==> config.mk <==
export PLATFORM = sky130hd
export DESIGN_NAME = cavlc_level_sched
export DESIGN_NICKNAME = d
export VERILOG_FILES = /design/src/rtl/cavlc_pkg.sv /design/src/rtl/cavlc_level_code.sv /design/src/rtl/cavlc_level_sched.sv
export SDC_FILE = /design/constraint.sdc
export NUM_CORES = 1
export LEC_CHECK = 0
export ABC_AREA = 1
export ABC_CLOCK_PERIOD_IN_PS = 4500
export BUFFER_PORTS_ARGS = -buffer_cell sky130_fd_sc_hd__buf_4
export CAP_MARGIN = 15
export CORE_MARGIN = 4
export CORE_UTILIZATION = 40
export DETAILED_ROUTE_END_ITERATION = 12
export PLACE_DENSITY = 0.63
export SLEW_MARGIN = 20
export SYNTH_ARGS = -nofsm -noshare
export SYNTH_HDL_FRONTEND = slang
export SYNTH_SLANG_ARGS = --single-unit
==> constraint.sdc <==
create_clock -name clk -period 4.5 [get_ports clk]
set_input_delay 0.45 -clock clk [delete_from_list [all_inputs] [get_ports clk]]
set_output_delay 0.45 -clock clk [all_outputs]
set_load 0.02 [all_outputs]
==> src/rtl/cavlc_pkg.sv <==
// Shared constants and types for the CAVLC level coding stage.
// Holds the level and suffixLength widths, the escape constants used by the
// level-code mapper, and the scheduler FSM state encoding.
package cavlc_pkg;

    localparam int LEVEL_W     = 16;          // signed level width
    localparam int CODE_W      = LEVEL_W + 1; // levelCode width, holds 2*|lvl|-1
    localparam int SL_MAX      = 6;           // suffixLength ceiling
    localparam int SL_W        = 3;           // enough bits for 0..SL_MAX
    localparam int ESC_PREFIX  = 15;          // prefix used by every escape
    localparam int ESC_SUFLEN  = 12;          // suffix length used by every escape
    localparam int ESC_THRESH0 = 14;          // sl=0: first levelCode needing a suffix
    localparam int ESC_THRESH1 = 30;          // sl=0: first levelCode needing the escape
    localparam int SUFFIX_SAT  = 4095;        // largest escape suffix that fits 12 bits

    typedef enum logic [1:0] {
        IDLE = 2'd0,
        LOAD = 2'd1,
        SEND = 2'd2
    } state_t;

endpackage

==> src/rtl/cavlc_level_code.sv <==
// Purely combinational level-code mapper.
// Turns one signed level plus the current suffixLength into the
// prefix / suffix / suffix-length triple and the suffixLength to use for
// the next level.
//   lvl       : signed level (nonzero)
//   sl        : current suffixLength, 0..SL_MAX
//   first_adj : subtract 2 from levelCode (first level, fewer than 3 trailing ones)
//   prefix    : leading-zero count
//   suffix    : right-aligned suffix value
//   suflen    : suffix length in bits, {0..6, 12}
//   sl_next   : suffixLength after this level
//   ovf       : escape suffix saturated at SUFFIX_SAT
module cavlc_level_code
    import cavlc_pkg::*;
(
    input  logic [LEVEL_W-1:0] lvl,
    input  logic [SL_W-1:0]    sl,
    input  logic               first_adj,
    output logic [4:0]         prefix,
    output logic [14:0]        suffix,
    output logic [3:0]         suflen,
    output logic [SL_W-1:0]    sl_next,
    output logic               ovf
);

    logic              neg;
    logic [CODE_W-1:0] mag;      // |lvl|, one bit wider so -32768 fits
    logic [CODE_W-1:0] code;
    logic [CODE_W-1:0] thresh;   // 15 << sl, first escape code for sl>0
    logic [CODE_W-1:0] esc;
    logic              is_esc;
    logic [SL_W-1:0]   sl1;      // sl after the 0 -> 1 step
    logic [CODE_W-1:0] grow_lim; // 3 << (sl1-1)

    always_comb begin
        // NOTE: every output and temporary gets a default before any branch
        // so no path leaves a value unassigned and no latch is inferred.
        prefix   = '0;
        suffix   = '0;
        suflen   = '0;
        ovf      = 1'b0;
        is_esc   = 1'b0;
        esc      = '0;

        // NOTE: blocking assignments here on purpose; later statements in
        // this block read the values just computed (code is refined twice).
        neg    = lvl[LEVEL_W-1];
        mag    = neg ? (CODE_W'(0) - {lvl[LEVEL_W-1], lvl}) : {1'b0, lvl};
        code   = (mag << 1) - (neg ? CODE_W'(1) : CODE_W'(2));
        if (first_adj) begin
            code = code - CODE_W'(2);
        end
        thresh = CODE_W'(15) << sl;

        if (sl == '0) begin
            if (code < CODE_W'(ESC_THRESH0)) begin
                prefix = 5'(code);
            end else if (code < CODE_W'(ESC_THRESH1)) begin
                prefix = 5'(ESC_THRESH0);
                suffix = 15'(code - CODE_W'(ESC_THRESH0));
                suflen = 4'd4;
            end else begin
                is_esc = 1'b1;
                esc    = code - CODE_W'(ESC_THRESH1);
            end
        end else begin
            if (code < thresh) begin
                prefix = 5'(code >> sl);
                suffix = 15'(code & ((CODE_W'(1) << sl) - CODE_W'(1)));
                suflen = 4'(sl);
            end else begin
                is_esc = 1'b1;
                esc    = code - thresh;
            end
        end

        if (is_esc) begin
            prefix = 5'(ESC_PREFIX);
            suflen = 4'(ESC_SUFLEN);
            if (esc > CODE_W'(SUFFIX_SAT)) begin
                suffix = 15'(SUFFIX_SAT);
                ovf    = 1'b1;
            end else begin
                suffix = 15'(esc);
            end
        end

        // Growth test uses the suffixLength after the 0 -> 1 promotion.
        sl1      = (sl == '0) ? SL_W'(1) : sl;
        grow_lim = CODE_W'(3) << (sl1 - SL_W'(1));
        sl_next  = sl1;
        if ((mag > grow_lim) && (sl1 < SL_W'(SL_MAX))) begin
            sl_next = sl1 + SL_W'(1);
        end
    end

endmodule

==> src/rtl/cavlc_level_sched.sv <==
// CAVLC level scheduler.
// Accepts the non-trailing-one levels of one 4x4 block (reverse zigzag, one
// per beat), codes each with the adaptive suffixLength rules, and presents
// them in pairs to the two-level bit packer, holding each pair until the
// bitstream writer accepts it.
//   clk, rst_n          : clock, asynchronous active-low reset
//   clr                 : synchronous abort back to IDLE, highest priority
//   start               : block start pulse, honoured only in IDLE
//   total_coeff         : coefficients in the block, sampled on start
//   trailing_ones       : trailing ones, sampled on start
//   lvl_valid/lvl_ready : level beat handshake, lvl_data is the signed level
//   pk_enable           : packer slot enables (bit0 = slot0)
//   pk_prefix/suffix/suflen{0,1} : registered per-slot coding results
//   out_valid/out_ready : packed-word handshake with the writer
//   done                : one-cycle pulse when the block completes
//   err                 : one-cycle pulse after accepting a saturated escape
module cavlc_level_sched
    import cavlc_pkg::*;
(
    input  logic               clk,
    input  logic               rst_n,
    input  logic               clr,
    input  logic               start,
    input  logic [4:0]         total_coeff,
    input  logic [1:0]         trailing_ones,
    input  logic               lvl_valid,
    input  logic [LEVEL_W-1:0] lvl_data,
    output logic               lvl_ready,
    output logic [1:0]         pk_enable,
    output logic [4:0]         pk_prefix0,
    output logic [4:0]         pk_prefix1,
    output logic [14:0]        pk_suffix0,
    output logic [14:0]        pk_suffix1,
    output logic [3:0]         pk_suflen0,
    output logic [3:0]         pk_suflen1,
    output logic               out_valid,
    input  logic               out_ready,
    output logic               done,
    output logic               err
);

    state_t state_q, state_d;

    logic [4:0]      rem_q;       // levels still to accept
    logic [SL_W-1:0] sl_q;
    logic            first_q;     // next accepted level is the block's first
    logic            adj_q;       // block has fewer than 3 trailing ones
    logic            ptr_q;       // slot the next accepted level goes to
    logic [4:0]      slot0_prefix_q;
    logic [14:0]     slot0_suffix_q;
    logic [3:0]      slot0_suflen_q;
    logic [1:0]      pk_enable_q;
    logic [4:0]      pk_prefix0_q, pk_prefix1_q;
    logic [14:0]     pk_suffix0_q, pk_suffix1_q;
    logic [3:0]      pk_suflen0_q, pk_suflen1_q;
    logic            done_q;
    logic            err_q;

    logic [4:0]      cur_prefix;
    logic [14:0]     cur_suffix;
    logic [3:0]      cur_suflen;
    logic [SL_W-1:0] cur_sl_next;
    logic            cur_ovf;

    logic [4:0]      n_levels;
    logic            accept;
    logic            pair_done;
    logic            handshake;

    assign n_levels  = total_coeff - 5'(trailing_ones);
    assign accept    = (state_q == LOAD) && lvl_valid;
    // A pair closes on the slot1 write, or on a slot0 write of the last level.
    assign pair_done = accept && (ptr_q || (rem_q == 5'd1));
    assign handshake = (state_q == SEND) && out_ready;

    cavlc_level_code u_code (
        .lvl       (lvl_data),
        .sl        (sl_q),
        .first_adj (first_q & adj_q),
        .prefix    (cur_prefix),
        .suffix    (cur_suffix),
        .suflen    (cur_suflen),
        .sl_next   (cur_sl_next),
        .ovf       (cur_ovf)
    );

    // FSM state register
    always_ff @(posedge clk or negedge rst_n) begin
        // NOTE: sequential state uses non-blocking assignments so every
        // register samples pre-edge values regardless of statement order.
        if (!rst_n) begin
            state_q <= IDLE;
        end else begin
            state_q <= state_d;
        end
    end

    // FSM next-state logic
    always_comb begin
        state_d = state_q;
        if (clr) begin
            state_d = IDLE;
        end else begin
            unique case (state_q)
                IDLE: if (start && (n_levels != '0)) state_d = LOAD;
                LOAD: if (pair_done)                 state_d = SEND;
                SEND: if (out_ready)                 state_d = (rem_q != '0) ? LOAD : IDLE;
                default:                             state_d = IDLE;
            endcase
        end
    end

    // FSM outputs
    always_comb begin
        lvl_ready = (state_q == LOAD);
        out_valid = (state_q == SEND);
    end

    // Datapath: block context, slot0 holding register, packer registers
    always_ff @(posedge clk or negedge rst_n) begin
        if (!rst_n) begin
            rem_q          <= '0;
            sl_q           <= '0;
            first_q        <= 1'b0;
            adj_q          <= 1'b0;
            ptr_q          <= 1'b0;
            slot0_prefix_q <= '0;
            slot0_suffix_q <= '0;
            slot0_suflen_q <= '0;
            pk_enable_q    <= '0;
            pk_prefix0_q   <= '0;
            pk_prefix1_q   <= '0;
            pk_suffix0_q   <= '0;
            pk_suffix1_q   <= '0;
            pk_suflen0_q   <= '0;
            pk_suflen1_q   <= '0;
            done_q         <= 1'b0;
            err_q          <= 1'b0;
        end else if (clr) begin
            // Abort: everything back to idle values, pending done/err dropped.
            rem_q          <= '0;
            sl_q           <= '0;
            first_q        <= 1'b0;
            adj_q          <= 1'b0;
            ptr_q          <= 1'b0;
            slot0_prefix_q <= '0;
            slot0_suffix_q <= '0;
            slot0_suflen_q <= '0;
            pk_enable_q    <= '0;
            pk_prefix0_q   <= '0;
            pk_prefix1_q   <= '0;
            pk_suffix0_q   <= '0;
            pk_suffix1_q   <= '0;
            pk_suflen0_q   <= '0;
            pk_suflen1_q   <= '0;
            done_q         <= 1'b0;
            err_q          <= 1'b0;
        end else begin
            done_q <= 1'b0;
            err_q  <= accept && cur_ovf;

            if ((state_q == IDLE) && start) begin
                rem_q   <= n_levels;
                sl_q    <= SL_W'((total_coeff > 5'd10) && (trailing_ones != 2'd3));
                first_q <= 1'b1;
                adj_q   <= (trailing_ones != 2'd3);
                ptr_q   <= 1'b0;
                done_q  <= (n_levels == '0);
            end

            if (accept) begin
                rem_q   <= rem_q - 5'd1;
                sl_q    <= cur_sl_next;
                first_q <= 1'b0;
                if (pair_done) begin
                    ptr_q <= 1'b0;
                    if (ptr_q) begin
                        pk_enable_q  <= 2'b11;
                        pk_prefix0_q <= slot0_prefix_q;
                        pk_suffix0_q <= slot0_suffix_q;
                        pk_suflen0_q <= slot0_suflen_q;
                        pk_prefix1_q <= cur_prefix;
                        pk_suffix1_q <= cur_suffix;
                        pk_suflen1_q <= cur_suflen;
                    end else begin
                        pk_enable_q  <= 2'b01;
                        pk_prefix0_q <= cur_prefix;
                        pk_suffix0_q <= cur_suffix;
                        pk_suflen0_q <= cur_suflen;
                        pk_prefix1_q <= '0;
                        pk_suffix1_q <= '0;
                        pk_suflen1_q <= '0;
                    end
                end else begin
                    ptr_q          <= 1'b1;
                    slot0_prefix_q <= cur_prefix;
                    slot0_suffix_q <= cur_suffix;
                    slot0_suflen_q <= cur_suflen;
                end
            end

            if (handshake && (rem_q == '0)) begin
                done_q       <= 1'b1;
                pk_enable_q  <= '0;
                pk_prefix0_q <= '0;
                pk_prefix1_q <= '0;
                pk_suffix0_q <= '0;
                pk_suffix1_q <= '0;
                pk_suflen0_q <= '0;
                pk_suflen1_q <= '0;
            end
        end
    end

    assign pk_enable  = pk_enable_q;
    assign pk_prefix0 = pk_prefix0_q;
    assign pk_prefix1 = pk_prefix1_q;
    assign pk_suffix0 = pk_suffix0_q;
    assign pk_suffix1 = pk_suffix1_q;
    assign pk_suflen0 = pk_suflen0_q;
    assign pk_suflen1 = pk_suflen1_q;
    assign done       = done_q;
    assign err        = err_q;

endmodule

==> flow_summary.toml, run 1 <==
[die]
die_w_um = 147
die-area_um2 = 21600
start_util = 0.410
die_h_um = 147
io_pins = 83
rows = 50
core_area_um2 = 18800

[cts]
cts_max_path_buffers = 2
cts_tree = "yes"
ctsHoldBuffers = 0
clkSinkCount = 89
clk_pin_slew_ps = 70
clk_root_buffer_cell = "clkbuf_16"
cts_made_buffers = 9
clock_latency_ps = 340
htree_levels = 3

[drt]
drt_wl_total_um = 22100
ant_nets = 0
wl_per_cell_um = 14.3
drt_iter0_drc = 457
dr.pass1.iters = 5
vias = 7794
remaining_drc_errors = 0
viasPerCell = 5.05

[place]
port_buffers = 82
gp_congestion = 0.977
place_area_um2 = 8820
place_hpwl_um = 17400

[critical_path]
cp.arrival_ps = 4420
startpoint_type = "input pin"
path_class = "in -> reg"
cp_max_fo = 6
slowest_stage = "ha_2"
slowest_delay_ps = 290
end_kind = "flip-flop"
cp_common_cell = "nand2_1"
worstPathRequired_ps = 4720

[yosys]
yosys_warnings = 0
synth_nets = 1232
ys_types = 48
synth_cells = 1165
ys_seq_area_frac = 0.289
synthFlopType = "dfrtp_1"
synthArstFlopShare = 1.00
ys_ff_latch = 89
synth_area_per_cell_um2 = 6.62
synthesis.area_um2 = 7710
synth_edf_count = 0

[timing]
tightest_slew_ps = 747
holdWs_ps = 33.6
setup_violations = 0
setup_tns_ps = 0
max_freq_mhz = 238
fin_crit_ps = 4210
relSlewSlack = 0.501
drv_slew = 0
finalClockSkew_ps = 6.95
hold_viol = 0
finalCritPeriodShare = 0.935

[global_route]
antenna_found_initial = 0
grt_pass1_wl_um = 36400
grt_max_degree = 57
grtUsageTotal = 0.202
grt_overflow = 0
grt_pass1_vias = 7284

[cells_and_area]
areaGrowthSynthToFinish_pct = 22.1
fillers = 1955
num_antenna_cells = 0
final_area_um2 = 9410
final_nets = 1345
final_layout_size_suffix_gt1_frac = 0.231
mostFrequentLayoutCell = "nand2_1"
final_cell_mix = "329 x nand2_1, 130 x buf_4, 121 x inv_1"

[run_status]
status = "complete, no violations"

[power_and_ir_drop]
switchingPower_mw = 0.927
power_leakage_nw = 4.79
peakVddDrop_mv = 0.182
internal-power_mw = 1.59
seq_power_share = 0.341
clkPwrFrac = 0.302
power_density_nw_per_um2 = 268
switching_share = 0.368
p_comb_frac = 0.357

[min_path]
min-delay-path-class = "in -> async"

[flow_run]
maxCapViolCount = 0
power groups by stage:
stage,Clock [mW],Sequential (mW),Combinational (mW)
finish,0.762,0.859,0.899
global route,0.810,0.863,1.01
CTS,0.779,0.858,0.835
detailed placement,0,0.873,0.832
global placement,0,0.872,0.833
floorplan,0,0.874,0.566
state kept, by name (all words and copies together), names as in the netlist:
name	flops
ptr_q	1
state_q	2
pk_suflen0	4
pk_suflen1	4
slot0_suflen_q	4
sl_q	3
adj_q	1
pk_suffix1	15
pk_suffix0	15
first_q	1
rem_q	5
pk_prefix1	5
pk_enable	2
slot0_suffix_q	15
done	1
err	1
pk_prefix0	5
slot0_prefix_q	5
through the flow:
step	total power, mW	setup slack (ps)	utilization	instances
finish	2.52	293	0.500	1543
global route	2.69	-76.0	0.500	1543
CTS	2.47	209	0.485	1536
detailed placement	1.70	-142	0.468	1520
global placement	1.71	-119	0.468	1520
floorplan	1.44	265	-	1165
cell type report:
cell class              instances  area, um2  share of cell area
clock buffers                  10        229              0.0243
repair buffers                132       1020               0.108
multi-input cells             888       4950               0.525
inverters                     158        596              0.0633
well taps                     260        325              0.0346
clock inverters                 6       75.1             0.00797
flip-flops and latches         89       2230               0.237
kinds of logic (layout without fill, tap and decap cells):
group | count (synthesis) | after routing | synth area share
buf+inv | 188 | 306 | 0.0972
fa+ha+maj | 38 | 38 | 0.0636
compound gates | 165 | 165 | 0.131
flops | 89 | 89 | 0.289
xor+xnor | 24 | 24 | 0.0273
simple gates | 661 | 661 | 0.393
timing repair:
action | 4_1_cts | 5_1_grt
resized for setup | 0 | 48
setup endpoints to repair | 0 | 43
setup buffers | 0 | 6
routing by layer:
| layer | wire length (um) | vias to the layer above | global-route usage |
|---|---|---|---|
| met4 | 637 | 0 | 0.0696 |
| li1 | - | 4003 | - |
| met1 | 10300 | 3578 | 0.283 |
| met5 | 0 | - | 0 |
| met2 | 10100 | 174 | 0.324 |
| met3 | 1040 | 39 | 0.0253 |
final timing paths:
path	startpoint	endpoint	slack, ps	cells past startpoint
worst min register to register	pk_enable[1]	pk_enable[1]	480	2
max in group asynchronous	rst_n	pk_suffix0[6]	3400	2
worst min-delay path	rst_n	pk_suflen1[1]	30	1
min in group clk	clr	state_q[1]	330	2
worst max-delay path	lvl_data[0]	slot0_suffix_q[6]	290	33
worst max register to register	sl_q[0]	slot0_suffix_q[6]	620	25
critical path: cells and delay by family:
kind / cells / cell delay (ps)
buf+inv: 5 / 610
simple gates: 22 / 2240
fa+ha+maj: 2 / 520
compound gates: 4 / 590
synthesized netlist by cell type, types with 4 or more instances:
| cell type | number | area (um2) |
|---|---|---|
| nand2_1 | 341 | 1280 |
| inv_1 | 123 | 462 |
| nand3_1 | 109 | 546 |
| nor2_1 | 102 | 383 |
| dfrtp_1 | 89 | 2230 |
| o21ai_0 | 59 | 295 |
| ha_1 | 36 | 450 |
| inv_2 | 29 | 109 |
| nand2_2 | 29 | 181 |
| a21oi_1 | 28 | 140 |
| clkbuf_1 | 23 | 86.3 |
| xor2_1 | 20 | 175 |
| nand3_2 | 16 | 160 |
| nor2_2 | 15 | 93.8 |
| o21ai_1 | 15 | 75.1 |
| o22ai_1 | 13 | 81.3 |
| a22o_1 | 12 | 105 |
| nand4_1 | 12 | 75.1 |
| nor3_1 | 11 | 55.1 |
| nor2_4 | 9 | 101 |
| o221ai_1 | 8 | 70.1 |
| o211ai_1 | 7 | 52.6 |
| clkinv_1 | 5 | 18.8 |
| buf_6 | 4 | 45.0 |
| nand2_4 | 4 | 45.0 |
| o21bai_1 | 4 | 30.0 |
| xnor2_1 | 4 | 35.0 |
(Power assumes the default switching activity.)
==> run 2: changes to the inputs <==
--- a/config.mk
+++ b/config.mk
@@ -10,9 +10,9 @@
 export BUFFER_PORTS_ARGS = -buffer_cell sky130_fd_sc_hd__buf_4
 export CAP_MARGIN = 15
 export CORE_MARGIN = 4
-export CORE_UTILIZATION = 40
+export CORE_UTILIZATION = 55
 export DETAILED_ROUTE_END_ITERATION = 12
-export PLACE_DENSITY = 0.63
+export PLACE_DENSITY = 0.8
 export SLEW_MARGIN = 20
 export SYNTH_ARGS = -nofsm -noshare
 export SYNTH_HDL_FRONTEND = slang
==> flow_summary.toml, run 2 (synthesis results as in run 1) <==
[power_and_ir_drop]
switching_share = 0.372
switchingPower_mw = 0.912
power_leakage_nw = 4.77
seq_power_share = 0.350
internal-power_mw = 1.54
p_comb_frac = 0.352
peakVddDrop_mv = 0.184
power_density_nw_per_um2 = 267
clkPwrFrac = 0.298

[global_route]
grt_pass1_vias = 7465
antenna_found_initial = 0
grt_overflow = 0
grt_pass1_wl_um = 34400
grtUsageTotal = 0.253
grt_max_degree = 55

[cells_and_area]
final_nets = 1345
final_cells = 1463
final_area_um2 = 9200
final_cell_mix = "333 x nand2_1, 130 x buf_4, 122 x inv_1"
num_antenna_cells = 0
final_layout_size_suffix_gt1_frac = 0.221
mostFrequentLayoutCell = "nand2_1"
areaGrowthSynthToFinish_pct = 19.3

[critical_path]
r2r_start = "adj_q"
slowest_stage = "ha_1"
startpoint_type = "input pin"
cp.arrival_ps = 4550
path_buf_inv = 7
path_class = "in -> reg"
cpLargestDelayFamily = "simple AND/OR/NAND/NOR gates"
crit_start = "lvl_data[0]"
end_kind = "flip-flop"
cp_common_cell = "nand2_1"
cp_max_fo = 6
slowest_delay_ps = 300
worstPathRequired_ps = 4740

[drt]
dr.pass1.iters = 5
viasPerCell = 5.48
drt_wl_total_um = 20600
drt_iter0_drc = 596
vias = 8010
remaining_drc_errors = 0
ant_nets = 0
wl_per_cell_um = 14.1

[cts]
clk_root_buffer_cell = "clkbuf_16"
cts_tree = "yes"
clkSinkCount = 89
ctsHoldBuffers = 0
clock_latency_ps = 340
cts_made_buffers = 9
clk_pin_slew_ps = 70
cts_max_path_buffers = 2
htree_levels = 3

[timing]
hold_viol = 0
rsz0062_at_grt = "true"
setup_violations = 0
finalWorstSetupSlack_ps = 186
drv_slew = 0
max_freq_mhz = 232
tightest_slew_ps = 831
finalCritPeriodShare = 0.959
fin_crit_ps = 4310
relSlewSlack = 0.442
finalClockSkew_ps = 7.16
holdWs_ps = 139

[place]
preCtsSetupSlack_ps = -138
place_hpwl_um = 15900
port_buffers = 82
gp_congestion = 0.967
place_area_um2 = 8700
dp.cells = 1437

[die]
rows = 43
io_pins = 83
start_util = 0.558
die_w_um = 126
die-area_um2 = 16000
die_h_um = 126
core_area_um2 = 13800

[run_status]
status = "complete, no violations"

[min_path]
min-delay-path-class = "in -> async"

[flow_run]
maxCapViolCount = 0
run 2: final timing paths:
check	to	slack, ps	cells after the start
min in group clk	done	330	2
hold reg to reg	pk_enable[1]	470	2
setup reg to reg	pk_suffix0[2]	510	32
hold / removal	pk_suffix1[9]	140	1
max in group asynchronous	pk_suflen0[1]	3410	2
setup / recovery	pk_suffix0[2]	190	37
run 2: area by class of cell:
class | instances | area (um2)
clock inverters | 6 | 50.0
flip-flops and latches | 89 | 2230
fillers | 1208 | 4630
repair buffers | 132 | 998
multi-input cells | 888 | 4860
well taps | 180 | 225
clock buffers | 10 | 239
inverters | 158 | 596
run 2: repair_timing:
| action | 4_1_cts | 5_1_grt |
|---|---|---|
| setup endpoints to repair | 0 | 48 |
| resized for setup | 0 | 30 |
| setup buffers | 0 | 10 |
run 2: through the flow:
stage	util	power [mW]	setup TNS [ps]
finish	0.665	2.45	0
global route	0.665	2.59	-4390
CTS	0.650	2.40	0
detailed placement	0.629	1.68	-2860
global placement	0.629	1.66	0
floorplan	-	1.44	0
run 2: metal layers:
layer / global-route usage / routed length [um]
met1: 0.339 / 9020
met2: 0.421 / 9910
met3: 0.0333 / 1050
met4: 0.0927 / 652
met5: 0 / 0
run 2: power groups by stage:
| stage | clock [mW] | combinational, mW | sequential (mW) |
|---|---|---|---|
| final | 0.730 | 0.863 | 0.859 |
| after global routing | 0.766 | 0.963 | 0.863 |
| after CTS | 0.732 | 0.812 | 0.858 |
| after detailed placement | 0 | 0.805 | 0.872 |
| after global placement | 0 | 0.793 | 0.872 |
| after floorplan | 0 | 0.566 | 0.874 |
==> run 3: changes to the inputs <==
--- a/config.mk
+++ b/config.mk
@@ -13,6 +13,7 @@
 export CORE_UTILIZATION = 55
 export DETAILED_ROUTE_END_ITERATION = 12
 export PLACE_DENSITY = 0.8
+export RECOVER_POWER = 25
 export SLEW_MARGIN = 20
 export SYNTH_ARGS = -nofsm -noshare
 export SYNTH_HDL_FRONTEND = slang
==> flow_summary.toml, run 3 (synthesis results as in run 1) <==
[cells_and_area]
final_layout_size_suffix_gt1_frac = 0.221
fin_util = 0.665
final_area_um2 = 9190
final_cell_mix = "333 x nand2_1, 128 x buf_4, 122 x inv_1"
mostFrequentLayoutCell = "nand2_1"
final_cells = 1463
fillers = 1211
final_nets = 1345
num_antenna_cells = 0
areaGrowthSynthToFinish_pct = 19.2

[critical_path]
end_kind = "flip-flop"
slowest_delay_ps = 290
cpLargestDelayFamily = "simple AND/OR/NAND/NOR gates"
crit_start = "lvl_data[1]"
rr_endpoint = "pk_suffix0[2]"
path_class = "in -> reg"
cp_max_fo = 6
cp.depth = 37
worstPathRequired_ps = 4730
cp.arrival_ps = 4560
r2r_start = "adj_q"
slowest_stage = "ha_4"
worstRegToRegCells = 32
r2r_slack_ps = 500
path_buf_inv = 7
endpoint = "pk_suffix0[2]"
cp_common_cell = "nand2_1"
startpoint_type = "input pin"

[drt]
remaining_drc_errors = 0
wl_per_cell_um = 14.1
ant_nets = 0
drt_iter0_drc = 589
dr.pass1.iters = 5
viasPerCell = 5.51
drt_wl_total_um = 20700
vias = 8064

[die]
die-area_um2 = 16000
die_w_um = 126
die_h_um = 126
start_util = 0.558
io_pins = 83
core_area_um2 = 13800
rows = 43

[cts]
clk_root_buffer_cell = "clkbuf_16"
clk_pin_slew_ps = 70
htree_levels = 3
clock_latency_ps = 340
ctsHoldBuffers = 0
cts_max_path_buffers = 2
cts_made_buffers = 9
clkSinkCount = 89
cts_tree = "yes"

[timing]
finalCritPeriodShare = 0.962
rsz0062_at_grt = "true"
finalClockSkew_ps = 7.08
setup_violations = 0
max_freq_mhz = 231
tightest_slew_ps = 2960
setup_tns_ps = 0
holdWs_ps = 327
relSlewSlack = -0.970
finalWorstSetupSlack_ps = 172
hold_viol = 0
fin_crit_ps = 4330
drv_slew = 55

[run_status]
violations = "max-capacitance violations, max-slew violations"
status = "finished, violations left"

[power_and_ir_drop]
switchingPower_mw = 0.913
switching_share = 0.372
internal-power_mw = 1.54
power_leakage_nw = 4.77
power_density_nw_per_um2 = 267
clkPwrFrac = 0.298
peakVddDrop_mv = 0.184
p_comb_frac = 0.352
finalPower_mw = 2.45
seq_power_share = 0.350

[min_path]
min-delay-start = "clr"
min-delay-path-class = "in -> reg"

[global_route]
grtUsageTotal = 0.253
grt_max_degree = 55
grt_pass1_wl_um = 34400
antenna_found_initial = 0
grt_overflow = 0
grt_pass1_vias = 7465

[place]
place_area_um2 = 8700
gp_congestion = 0.967
preCtsSetupSlack_ps = -138
dp.cells = 1437
port_buffers = 82
place_hpwl_um = 15900

[flow_run]
maxCapViolCount = 1
[run 3: cell count changes in the layout (fill, tap and decap cells not counted), sizes merged]
cell / before / now
buf: 132 / 130
clkbuf: 10 / 12
[run 3: routing by layer]
| layer | GRT usage | vias up | part of all wire |
|---|---|---|---|
| met1 | 0.339 | 3726 | 0.44 |
| met3 | 0.0333 | 55 | 0.053 |
| met2 | 0.421 | 272 | 0.48 |
| met4 | 0.0927 | 0 | 0.031 |
| li1 | - | 4011 | - |
| met5 | 0 | - | 0 |
[run 3: worst min path at each step]
stage,end,cells after the start
floorplan,adj_q,0
CTS,pk_suffix1[9],1
global route,done,2
detailed placement,pk_enable[1],2
finish,done,2
global placement,pk_enable[1],2
[run 3: cell type report]
cell class	instances	area, um2	share of cell area
Sequential cell	89	2230	0.242
Timing Repair Buffer	132	992	0.108
Multi-Input combinational cell	888	4860	0.529
Inverter	158	596	0.0648
Clock buffer	10	239	0.0260
Tap cell	180	225	0.0245
Clock inverter	6	50.0	0.00545
[run 3: repair_timing]
| item | CTS | global route |
|---|---|---|
| endpoints found under the hold margin | 0 | 0 |
| gates resized for setup | 0 | 30 |
| setup buffers | 0 | 10 |
| setup endpoints to repair | 0 | 48 |
[run 3: power groups by stage]
stage / Combinational (mW) / Sequential [mW] / Clock, mW
after floorplan: 0.566 / 0.874 / 0
after detailed placement: 0.805 / 0.872 / 0
final: 0.864 / 0.859 / 0.730
after global placement: 0.793 / 0.872 / 0
after global routing: 0.962 / 0.863 / 0.766
after CTS: 0.812 / 0.858 / 0.732
